==> src/rtl/fp_enco.sv <==
// fp_enco: packs a sign / biased exponent / extended mantissa triple into an
// IEEE-754 single. The block normalizes one bit per cycle, rounds to nearest
// even, and then saturates or flushes the result. Handshake is valid/ready.
module fp_enco (
    input  logic        clk,
    input  logic        rst_n,
    input  logic        in_valid,
    output logic        in_ready,
    input  logic        Signo_in,
    input  logic [9:0]  Exponente_in,
    input  logic [26:0] Mantissa_in,
    output logic        out_valid,
    input  logic        out_ready,
    output logic [31:0] Float_num_out,
    output logic        Overflow,
    output logic        Underflow
);

    typedef enum logic [1:0] {
        IDLE  = 2'd0,
        NORM  = 2'd1,
        ROUND = 2'd2,
        DONE  = 2'd3
    } state_t;

    state_t             state_q, state_d;
    logic               sign_q, sign_d;
    // One extra bit of headroom so exp+1 on a carry never wraps.
    logic signed [10:0] exp_q, exp_d;
    logic [26:0]        mant_q, mant_d;
    logic [31:0]        result_q, result_d;
    logic               ovf_q, ovf_d;
    logic               unf_q, unf_d;
    logic               out_valid_q, out_valid_d;
    logic               in_ready_q, in_ready_d;

    // Rounding datapath, used only in ROUND.
    logic               rnd_s;
    logic               carry_s;
    logic [22:0]        frac_s;
    logic signed [10:0] exp_r_s;

    // Next-state, datapath and registered output decode.
    always_comb begin
        state_d     = state_q;
        sign_d      = sign_q;
        exp_d       = exp_q;
        mant_d      = mant_q;
        result_d    = result_q;
        ovf_d       = ovf_q;
        unf_d       = unf_q;
        out_valid_d = out_valid_q;

        // Round half to even: guard set and (sticky set or LSB odd).
        rnd_s   = mant_q[1] & (mant_q[0] | mant_q[2]);
        // The hidden bit is always 1 in ROUND, so a carry-out happens
        // exactly when the whole fraction is ones; the fraction add wraps
        // to zero in that same case, giving mantissa 1.0.
        carry_s = rnd_s & (&mant_q[25:2]);
        frac_s  = mant_q[24:2] + {22'd0, rnd_s};
        if (carry_s) begin
            exp_r_s = exp_q + 11'sd1;
        end else begin
            exp_r_s = exp_q;
        end

        case (state_q)
            IDLE: begin
                if (in_valid) begin
                    sign_d  = Signo_in;
                    exp_d   = {Exponente_in[9], Exponente_in};
                    mant_d  = Mantissa_in;
                    state_d = NORM;
                end else begin
                    state_d = IDLE;
                end
            end
            NORM: begin
                if (mant_q == 27'd0) begin
                    result_d    = {sign_q, 31'd0};
                    ovf_d       = 1'b0;
                    unf_d       = 1'b0;
                    out_valid_d = 1'b1;
                    state_d     = DONE;
                end else if (mant_q[26]) begin
                    // Shift right one place, folding the dropped bit into sticky.
                    mant_d  = {1'b0, mant_q[26:2], mant_q[1] | mant_q[0]};
                    exp_d   = exp_q + 11'sd1;
                    state_d = ROUND;
                end else if (mant_q[25]) begin
                    state_d = ROUND;
                end else if (exp_q > 11'sd1) begin
                    mant_d  = {mant_q[25:0], 1'b0};
                    exp_d   = exp_q - 11'sd1;
                    state_d = NORM;
                end else begin
                    // Would go subnormal: flush to signed zero.
                    result_d    = {sign_q, 31'd0};
                    ovf_d       = 1'b0;
                    unf_d       = 1'b1;
                    out_valid_d = 1'b1;
                    state_d     = DONE;
                end
            end
            ROUND: begin
                if (exp_r_s >= 11'sd255) begin
                    result_d = {sign_q, 8'hFF, 23'd0};
                    ovf_d    = 1'b1;
                    unf_d    = 1'b0;
                end else if (exp_r_s <= 11'sd0) begin
                    result_d = {sign_q, 31'd0};
                    ovf_d    = 1'b0;
                    unf_d    = 1'b1;
                end else begin
                    result_d = {sign_q, exp_r_s[7:0], frac_s};
                    ovf_d    = 1'b0;
                    unf_d    = 1'b0;
                end
                out_valid_d = 1'b1;
                state_d     = DONE;
            end
            DONE: begin
                if (out_ready) begin
                    out_valid_d = 1'b0;
                    state_d     = IDLE;
                end else begin
                    state_d = DONE;
                end
            end
            default: begin
                out_valid_d = 1'b0;
                state_d     = IDLE;
            end
        endcase

        in_ready_d = (state_d == IDLE);
    end

    // State, datapath and output registers with asynchronous clear.
    always_ff @(posedge clk or negedge rst_n) begin
        if (!rst_n) begin
            state_q     <= IDLE;
            sign_q      <= 1'b0;
            exp_q       <= 11'sd0;
            mant_q      <= 27'd0;
            result_q    <= 32'd0;
            ovf_q       <= 1'b0;
            unf_q       <= 1'b0;
            out_valid_q <= 1'b0;
            in_ready_q  <= 1'b1;
        end else begin
            state_q     <= state_d;
            sign_q      <= sign_d;
            exp_q       <= exp_d;
            mant_q      <= mant_d;
            result_q    <= result_d;
            ovf_q       <= ovf_d;
            unf_q       <= unf_d;
            out_valid_q <= out_valid_d;
            in_ready_q  <= in_ready_d;
        end
    end

    assign in_ready      = in_ready_q;
    assign out_valid     = out_valid_q;
    assign Float_num_out = result_q;
    assign Overflow      = ovf_q;
    assign Underflow     = unf_q;

endmodule

==> config.mk <==
export PLATFORM = sky130hd
export DESIGN_NAME = fp_enco
export DESIGN_NICKNAME = d
export VERILOG_FILES = /design/src/rtl/fp_enco.sv
export SDC_FILE = /design/constraint.sdc
export NUM_CORES = 1
export LEC_CHECK = 0
export BUFFER_PORTS_ARGS = -buffer_cell sky130_fd_sc_hd__clkbuf_2
export CAP_MARGIN = 20
export CORE_MARGIN = 4
export CORE_UTILIZATION = 50
export CTS_CLUSTER_DIAMETER = 60
export DETAILED_ROUTE_END_ITERATION = 8
export PLACE_DENSITY_LB_ADDON = 0.2
export SYNTH_ARGS = -nofsm -noshare
export SYNTH_HDL_FRONTEND = slang
export SYNTH_SLANG_ARGS = --single-unit
==> constraint.sdc <==
create_clock -name clk -period 2.3 [get_ports clk]
set_input_delay 0.115 -clock clk [delete_from_list [all_inputs] [get_ports clk]]
set_output_delay 0.115 -clock clk [all_outputs]
set_load 0.02 [all_outputs]
==> summary.txt, run 1 <==
Place
  • Port Buf Inserts: 77
  • Dpl hpwl: between 10000 and 15000 um
  • Dpl cells: 819
  • Placer Congestion: around 0.94
  • DP Area: approximately 0.0059 mm^2

Layout
  • Post-Layout Cell Count: 843
  • Nets@finish: 752
  • Design Area, Final: 0.006422 mm^2
  • Diode count: 0
  • Core Util, Final: 66.01%
  • Fillers: 838
  • Syn-to-layout area delta: 29.46%
  • Layout cells sized above 1: about a third

Synth
  • Avg Inst Size Synth: 8.380 um^2
  • Synth Flop Type: dfrtp_1
  • Post-synth EDFFs: 0
  • Yosys reg bits: 77
  • Post-Syn Area: 0.004961 mm^2
  • Synth area leader: dfrtp_1
  • Synth area leaders: dfrtp_1 38%, nand2_1 7.0%, a221oi_1 4.1%
  • Sequential cell area fraction in the yosys report: 38.87%
  • Share of the synthesized area in the top cell type: 38.34%
  • Cells after Synth: 592
  • Warnings, synthesis: 0
  • Yosys cell types: 59
  • Post-synth ARST share: between 90% and 100%
  • Mapped Nets: 638

Floorplan
  • Core area: 0.009729 mm^2
  • Die Width: 107.6 um
  • Io pins: 78
  • Die height: 107.6 um
  • Initial Util: 50.99%
  • Total die area: 0.01158 mm^2
  • Row count: 36

GRT
  • Total track usage: 25.90%
  • Maximum number of pins on one net before global-route repair: 49
  • Initial antenna violation count: 0
  • GR Overflow Total: 0
  • Vias in the first global route: 4566
  • First-pass GRT wire length: 23640 um

Timing
  • Final hold viol count: 0
  • RSZ-0062 raised after global routing: yes
  • Fin crit period: 2271 ps
  • Skew final: roughly 16 ps
  • Tcrit/Tclk final: around 100%
  • Fmax: about 0.44 GHz
  • Final Slew Violations: 0
  • Setup violators final: 0
  • Slew @ Worst Pin: approximately 560 ps
  • Relative slew slack: 62.39%

Drt
  • Initial DRT Pass Iterations: 5
  • Average vias per placed instance: 5.887
  • DRC Markers: 0
  • Post-route ant nets: 0
  • DR vias: 4963
  • Iteration-0 DRC Markers: about 240
  • Wirelength per Cell: 17.88 um
  • Routed wire length: 15070 um

Clocking
  • Clock Latency Late Sink: 360 ps
  • Num CTS Buffers: 9
  • Clock Sink Count: 77
  • Clk Tree Root Cell: clkbuf_8
  • Total number of H-tree levels: 3
  • Clk slew on worst S/H paths: ~90 ps
  • Deepest clock path buffer count: 2
  • CTS tree: built

Power
  • P per Cell Area: approximately 1400 mW/mm^2
  • Leakage: 0.002932 uW
  • Worst vdd ir: between 0.0005 and 0.0006 V

Setup path
  • WP buf/inv: 2
  • Crit path max-delay family: simple AND/OR/NAND/NOR gates
  • Worst path required time: 2590 ps
  • Crit path cell chain: nand4_1, nor4_4, buf_4, nand4_4, mux2_4, o22ai_4, nand3_4, clkbuf_16, o21ai_2
  • Kind of end point of the critical path: register
  • CP Launch Type: register
  • Crit path kind: reg2reg
  • CP max-delay cell: dfrtp_1
  • Crit path DAT: approximately 2600 ps
  • Worst Path Max Fanout: 11
  • Max incr delay on CP: 390 ps

Run
  • Maxcap violations: 0

Min path
  • Min-Delay Path Class: in2reg

Outcome
  • Status: finished clean
-- flip-flops by register name, summed over array words and instances (netlist names) --
| name | cells |
|---|---|
| Float_num_out | 32 |
| mant_q | 27 |
| exp_q | 11 |
| state_q | 2 |
| Overflow | 1 |
| Underflow | 1 |
| in_ready | 1 |
| out_valid | 1 |
| sign_q | 1 |
-- tightest hold or removal path, cell delays in order --
cell and delay [ps]:
clkbuf_2 80, nand3_1 80, nand2_1 60
-- cell usage after synthesis, types with 6 or more instances --
cell,number
and3_1,29
xor2_1,17
buf_2,21
inv_1,10
clkbuf_1,32
and4_1,6
xnor2_1,20
o21ai_0,39
a21oi_1,24
nor4_1,11
a31oi_1,7
nand2_1,92
o21ai_1,10
nor3_1,18
nand3_1,14
nand4_1,6
dfrtp_1,76
a221oi_1,23
and2_1,7
a22o_1,8
nor2_1,36
o21ai_2,20
-- report_power, final --
part	internal [uW]	total, uW	leakage [uW]	switching [uW]
registers	1940	2590	0.000973	647
clock network	856	1380	0.000130	521
logic	2000	4890	0.00183	2890
-- routing by layer --
| layer | wire length (um) | track usage [%] | up-vias |
|---|---|---|---|
| met2 | 6750 | 37.48 | 190 |
| li1 | - | - | 2351 |
| met3 | 1035 | 3.419 | 15 |
| met4 | 184 | 8.566 | 0 |
| met5 | 0 | 0 | - |
| met1 | 7102 | 39.80 | 2407 |
-- layout by cell type (no fill, tap or decap), drive strengths merged, types with 18 or more instances in the layout --
cell type / n
and3: 29
clkbuf: 88
buf: 82
xnor2: 20
nand2: 92
dfrtp: 76
nor3: 18
o21ai: 69
a21oi: 24
nor2: 37
a221oi: 23
-- cell families after synthesis --
group / Yosys count / synth area share (%)
muxes: 7 / 1.614
and+or+nand+nor: 237 / 23.88
xor gates and xnor gates: 37 / 6.532
adders and majority gates: 4 / 1.009
AOI/OAI and AO/OA: 160 / 21.87
buffers and inverters: 70 / 6.230
DFF: 77 / 38.87
-- worst paths after layout --
path                                                      end                          start  cells past startpoint  slack [ps]
worst max register to register  Float_num_out[21]$_DFFE_PN0P_          mant_q[7]$_DFFE_PN0P_                      9          30
worst max-delay path            Float_num_out[21]$_DFFE_PN0P_          mant_q[7]$_DFFE_PN0P_                      9          30
worst min-delay path                     exp_q[0]$_DFFE_PN0P_                Exponente_in[0]                      3          20
max in group asynchronous                  in_ready$_DFF_PN1_                          rst_n                      3        1240
min in group asynchronous                exp_q[2]$_DFFE_PN0P_                          rst_n                      2         290
worst min register to register  Float_num_out[11]$_DFFE_PN0P_  Float_num_out[11]$_DFFE_PN0P_                      2         480
-- area by class of cell --
type / count / area [um^2] / share of cell area (%)
Tap cell: 133 / 166.4 / 2.591
Clock buffer: 11 / 141.4 / 2.201
Sequential cell: 77 / 1938 / 30.18
Clock inverter: 4 / 120.1 / 1.870
Inverter: 11 / 41.29 / 0.6429
Multi-Input combinational cell: 445 / 2934 / 45.68
Timing Repair Buffer: 162 / 1081 / 16.83
-- what timing repair did --
item / in CTS / in global routing
hold buffers: 3 / 0
setup buffers: 0 / 3
cloned: 0 / 3
pin swaps: 0 / 12
endpoints found under the setup margin: 31 / 68
endpoints found under the hold margin: 41 / 0
gates resized for setup: 6 / 42
-- metrics by stage --
step / TNS [ps] / setup slack [ps] / hold WS [ps] / total power [uW]
3_3_place_gp: -24.39 / -20.51 / 141.7 / 6912
4_1_cts: 0 / 4.488 / 9.454 / 8464
3_5_place_dp: -184.0 / -45.81 / 147.7 / 7038
6_report: 0 / 28.84 / 20.78 / 8859
2_1_floorplan: 0 / 33.04 / -180.6 / 5379
5_1_grt: -1036 / -74.13 / 19.14 / 9443
Note: power is estimated with default switching activity, not from simulation.
==> run 2, diff against run 1 <==
- RECOVER_POWER: default -> 100
==> run 2 against run 1 <==
  * Clock skew fell by 1.1 ps
  * Register-to-register slack barely moved
  * First-iteration DRC count rose by 33%
  * Power fell by 0.77%
  * Global-route usage did not move
  * Sequential share of layout area rose by 0.24 points
  * Die area did not move
  * Wire length rose by 0.19%
  * Non-clock buffer count did not move
  * Combinational power fell by 1%
  * Critical path type unchanged
  * Critical endpoint unchanged
==> summary.txt, run 2 (synthesis results as in run 1) <==
Outcome
  • Status: finished clean

Floorplan
  • Die height: 107.6 um
  • Total die area: between 0.01 and 0.015 mm^2
  • Row count: 36
  • Initial Util: just over 50%
  • Die Width: 107.6 um
  • Io pins: between 70 and 80
  • Core area: 0.009729 mm^2

Layout
  • Nets@finish: 752
  • Post-Layout Cell Count: about 840
  • Core Util, Final: 65.45%
  • Layout cells sized above 1: 28.87%
  • Max reg flops: 32
  • Syn-to-layout area delta: 28.35%
  • Most common cell after layout, fill and taps aside: nand2_1
  • Most frequent cells in the layout: 91 x nand2_1, 73 x buf_4, 69 x dfrtp_1
  • Diode count: 0

Setup path
  • Max incr delay on CP: roughly 390 ps
  • CP Launch Type: register
  • CP max-delay cell: dfrtp_1
  • Crit path DAT: 2560 ps
  • Crit path cell chain: nand4_1, nor4_4, buf_4, nand4_4, mux2_4, o22ai_4, nand3_4, clkbuf_16, o21ai_2
  • Worst path required time: about 2600 ps
  • Worst Path Max Fanout: 11
  • WP buf/inv: 2
  • Kind of end point of the critical path: register
  • Crit path max-delay family: simple AND/OR/NAND/NOR gates
  • Crit path kind: reg2reg

Power
  • Leakage: around 0.0028 uW
  • Worst vdd ir: 0.0005744 V
  • P per Cell Area: 1381 mW/mm^2

Timing
  • Final Slew Violations: 0
  • Relative slew slack: 26.54%
  • Fin crit period: 2269 ps
  • Slew @ Worst Pin: 1102 ps
  • Final hold viol count: 0
  • Skew final: 14.90 ps
  • Tcrit/Tclk final: a little over nine tenths
  • RSZ-0062 raised after global routing: yes
  • Setup violators final: 0
  • Fmax: 0.4407 GHz

Drt
  • DRC Markers: 0
  • Routed wire length: 15100 um
  • Post-route ant nets: 0
  • DR vias: 4931
  • Iteration-0 DRC Markers: 313
  • Average vias per placed instance: 5.849
  • Initial DRT Pass Iterations: 5
  • Wirelength per Cell: approximately 18 um

Place
  • Placer Congestion: 0.9436
  • Dpl cells: just over 800
  • Port Buf Inserts: 77
  • Dpl hpwl: roughly 10000 um

Clocking
  • Clk Tree Root Cell: clkbuf_8
  • Total number of H-tree levels: 3
  • Clock Sink Count: 77
  • CTS tree: built
  • Deepest clock path buffer count: 2
  • Clock Latency Late Sink: 360 ps
  • Clk slew on worst S/H paths: 90 ps
  • Num CTS Buffers: 9

Run
  • Maxcap violations: 0

GRT
  • Vias in the first global route: 4566
  • First-pass GRT wire length: ~24000 um
  • Total track usage: 25.90%
  • GR Overflow Total: 0
  • Initial antenna violation count: 0
  • Maximum number of pins on one net before global-route repair: 49

Min path
  • Min-Delay Path Class: in2reg
## run 2: per-stage QoR
| stage | setup slack, ps | power [uW] | setup TNS [ps] | hold slack (ps) | instance area (um^2) |
|---|---|---|---|---|---|
| finish | 31.01 | 8791 | 0 | 26.85 | 6367 |
| CTS | 4.488 | 8464 | 0 | 9.454 | 6195 |
| floorplan | 33.04 | 5379 | 0 | -180.6 | 4970 |
| global placement | -20.51 | 6912 | -24.39 | 141.7 | 5862 |
| detailed placement | -45.81 | 7038 | -184.0 | 147.7 | 5862 |
| global route | -74.13 | 9377 | -1195 | 19.14 | 6367 |
## run 2: area by class of cell
type	instances	area (um^2)
Fill cell	864	3362
Multi-Input combinational cell	445	2934
Sequential cell	77	1937
Timing Repair Buffer	162	1027
Tap cell	133	166.4
Clock buffer	11	141.4
Clock inverter	4	120.1
Inverter	11	41.29
## run 2: worst paths after layout
check                                             start                            end  slack, ps  cells past startpoint
max                               mant_q[7]$_DFFE_PN0P_  Float_num_out[21]$_DFFE_PN0P_         30                      9
min                                     Exponente_in[0]           exp_q[0]$_DFFE_PN0P_         30                      3
max reg2reg                       mant_q[7]$_DFFE_PN0P_  Float_num_out[21]$_DFFE_PN0P_         30                      9
min reg2reg                Float_num_out[1]$_DFFE_PN0P_   Float_num_out[1]$_DFFE_PN0P_        480                      2
max in group asynchronous                         rst_n         mant_q[14]$_DFFE_PN0P_        350                      3
min in group asynchronous                         rst_n           exp_q[2]$_DFFE_PN0P_        490                      2
## run 2: timing repair
| action | CTS | global route |
|---|---|---|
| endpoints found under the hold margin | 41 | 0 |
| pin swaps | 0 | 12 |
| gates cloned | 0 | 3 |
| gates resized for setup | 6 | 42 |
| buffers inserted | 0 | 3 |
| hold buffers | 3 | 0 |
| setup endpoints to repair | 31 | 68 |
## run 2: power by group
group          internal, uW  leakage [uW]  total (uW)  switching, uW
clock network           856      0.000130        1370            517
logic                  1940       0.00170        4830           2890
registers              1940      0.000974        2580            642
## run 2: worst min-delay path, stage by stage
cell and delay, ps:
clkbuf_2 80, nand3_1 90, nand2_1 60
## run 2: metal layers
| layer | vias up | part of all wire (%) | global-route usage [%] |
|---|---|---|---|
| met5 | - | 0 | 0 |
| met4 | 0 | 1.1 | 8.566 |
| met3 | 15 | 6.3 | 3.419 |
| met2 | 165 | 45 | 37.48 |
| met1 | 2400 | 48 | 39.80 |
| li1 | 2351 | - | - |
==> run 3, diff against run 2 <==
- BUFFER_PORTS_ARGS: -buffer_cell sky130_fd_sc_hd__clkbuf_2 -> default
- DONT_BUFFER_PORTS: default -> 1
==> run 3 against run 2 <==
  * Clock skew down 0.54 ps
  * Highest routed layer unchanged
  * The flow now finishes with violations (hold timing)
  * Count of clock-buffer cells in the layout down 1
  * Power is 4.9% lower
==> summary.txt, run 3 (synthesis results as in run 1) <==
Clocking
  • Deepest clock path buffer count: 2
  • CTS tree: built
  • Clock Latency Late Sink: 350 ps
  • Clk slew on worst S/H paths: 100 ps
  • Clk Tree Root Cell: clkbuf_8
  • Num CTS Buffers: 9
  • Clock Sink Count: 77
  • Total number of H-tree levels: 3

Setup path
  • Crit path cell chain: nand4_1, nor4_4, nand4_2, mux2_4, o22ai_2, nand3_2, buf_12, o21ai_2
  • Worst path required time: 2570 ps
  • Worst Path Max Fanout: 23
  • Kind of end point of the critical path: register
  • Crit path max-delay family: simple AND/OR/NAND/NOR gates
  • CP max-delay cell: dfrtp_1
  • WP buf/inv: 1
  • CP Launch Type: register
  • Max incr delay on CP: 390 ps
  • Crit path kind: reg2reg
  • Crit path DAT: around 2500 ps

Timing
  • Tcrit/Tclk final: 96.34%
  • Final hold viol count: 1
  • Fin Setup TNS: 0 ps
  • Setup violators final: 0
  • Hold WS: -18.78 ps
  • Fin crit period: 2216 ps
  • Final Slew Violations: 0
  • Fin worst setup slack: around 84 ps
  • Skew final: ~14 ps
  • RSZ-0062 raised after global routing: yes
  • Relative slew slack: approximately 28%
  • Fmax: 0.4513 GHz
  • Slew @ Worst Pin: 1081 ps

Power
  • Worst vdd ir: 0.0006398 V
  • Leakage: 0.002666 uW
  • P per Cell Area: 1340 mW/mm^2

Drt
  • DRC Markers: 0
  • Wirelength per Cell: 18.53 um
  • Initial DRT Pass Iterations: 5
  • Average vias per placed instance: 5.973
  • Iteration-0 DRC Markers: 372
  • Post-route ant nets: 0
  • Routed wire length: 14860 um
  • DR vias: 4790

Layout
  • Fillers: 870
  • Layout cells sized above 1: 23.92%
  • Nets@finish: 710
  • Design Area, Final: 0.006241 mm^2
  • Diode count: 0
  • Most common cell after layout, fill and taps aside: nand2_1
  • Max reg flops: 32
  • Most frequent cells in the layout: 91 x nand2_1, 74 x buf_4, 70 x dfrtp_1
  • Syn-to-layout area delta: 25.80%

Floorplan
  • Initial Util: 50.99%
  • Row count: 36
  • Total die area: 0.01158 mm^2
  • Die height: around 110 um
  • Io pins: 78
  • Core area: between 0.009 and 0.01 mm^2
  • Die Width: 107.6 um

GRT
  • Initial antenna violation count: 0
  • Maximum number of pins on one net before global-route repair: 78
  • Total track usage: 26.10%
  • First-pass GRT wire length: around 24000 um
  • Vias in the first global route: around 4.5k
  • GR Overflow Total: 0

Place
  • DP Area: 0.005537 mm^2
  • Dpl hpwl: 10380 um
  • Pre-CTS setup slack: -50.30 ps
  • Placer Congestion: a little under 0.9
  • Port Buf Inserts: 0

Run
  • Maxcap violations: 0

Min path
  • Min-Delay Path Class: in2reg

Outcome
  • Status: complete, but fails checks
  • Failing checks: hold timing
## run 3: path summary, 6_finish.rpt
kind	startpoint	endpoint	slack [ps]	cells after the start
max in group asynchronous	rst_n	mant_q[14]$_DFFE_PN0P_	970	2
max reg2reg	mant_q[8]$_DFFE_PN0P_	Float_num_out[4]$_DFFE_PN0P_	80	8
max	mant_q[8]$_DFFE_PN0P_	Float_num_out[4]$_DFFE_PN0P_	80	8
min	Exponente_in[4]	exp_q[4]$_DFFE_PN0P_	-20	2
min in group asynchronous	rst_n	mant_q[25]$_DFFE_PN0P_	580	2
min reg2reg	sign_q$_DFFE_PN0P_	Float_num_out[31]$_DFFE_PN0P_	520	1
## run 3: layout make-up
| cell class | count | area [um^2] | share of cell area, % |
|---|---|---|---|
| Clock inverter | 6 | 71.32 | 1.143 |
| Multi-Input combinational cell | 445 | 2864 | 45.89 |
| Tap cell | 133 | 166.4 | 2.666 |
| Sequential cell | 77 | 1936 | 31.01 |
| Timing Repair Buffer | 120 | 1035 | 16.58 |
| Inverter | 11 | 41.29 | 0.6616 |
| Clock buffer | 10 | 127.6 | 2.045 |
## run 3: what timing repair did
action | 4_1_cts | 5_1_grt
buffers inserted | 0 | 2
cloned | 0 | 1
endpoints found under the hold margin | 110 | 0
hold buffers | 36 | 0
gates resized for setup | 4 | 32
pin swaps | 0 | 6
setup endpoints to repair | 26 | 70
## run 3: report_power, final
| part | total [uW] | internal [uW] | switching [uW] | leakage [uW] |
|---|---|---|---|---|
| Combinational | 4420 | 1930 | 2490 | 0.00160 |
| Sequential | 2880 | 1930 | 942 | 0.000975 |
| Clock | 1070 | 512 | 558 | 0.0000935 |
| Total | 8360 | 4370 | 3990 | 0.00267 |
## run 3: stage by stage
| stage | total power, uW | instances | utilization (%) |
|---|---|---|---|
| after global routing | 8990 | 802 | 64.15 |
| after global placement | 6842 | 747 | 56.91 |
| after detailed placement | 6950 | 747 | 56.91 |
| final | 8363 | 802 | 64.15 |
| after floorplan | 5379 | 592 | - |
| after CTS | 8145 | 799 | 63.00 |
## run 3: routing by layer
metal	up-vias	routed length, um	track usage, %
met3	23	1088	4.859
met4	0	274	7.665
met5	-	0	0
met1	2308	6961	39.71
li1	2273	-	-
met2	186	6538	37.57
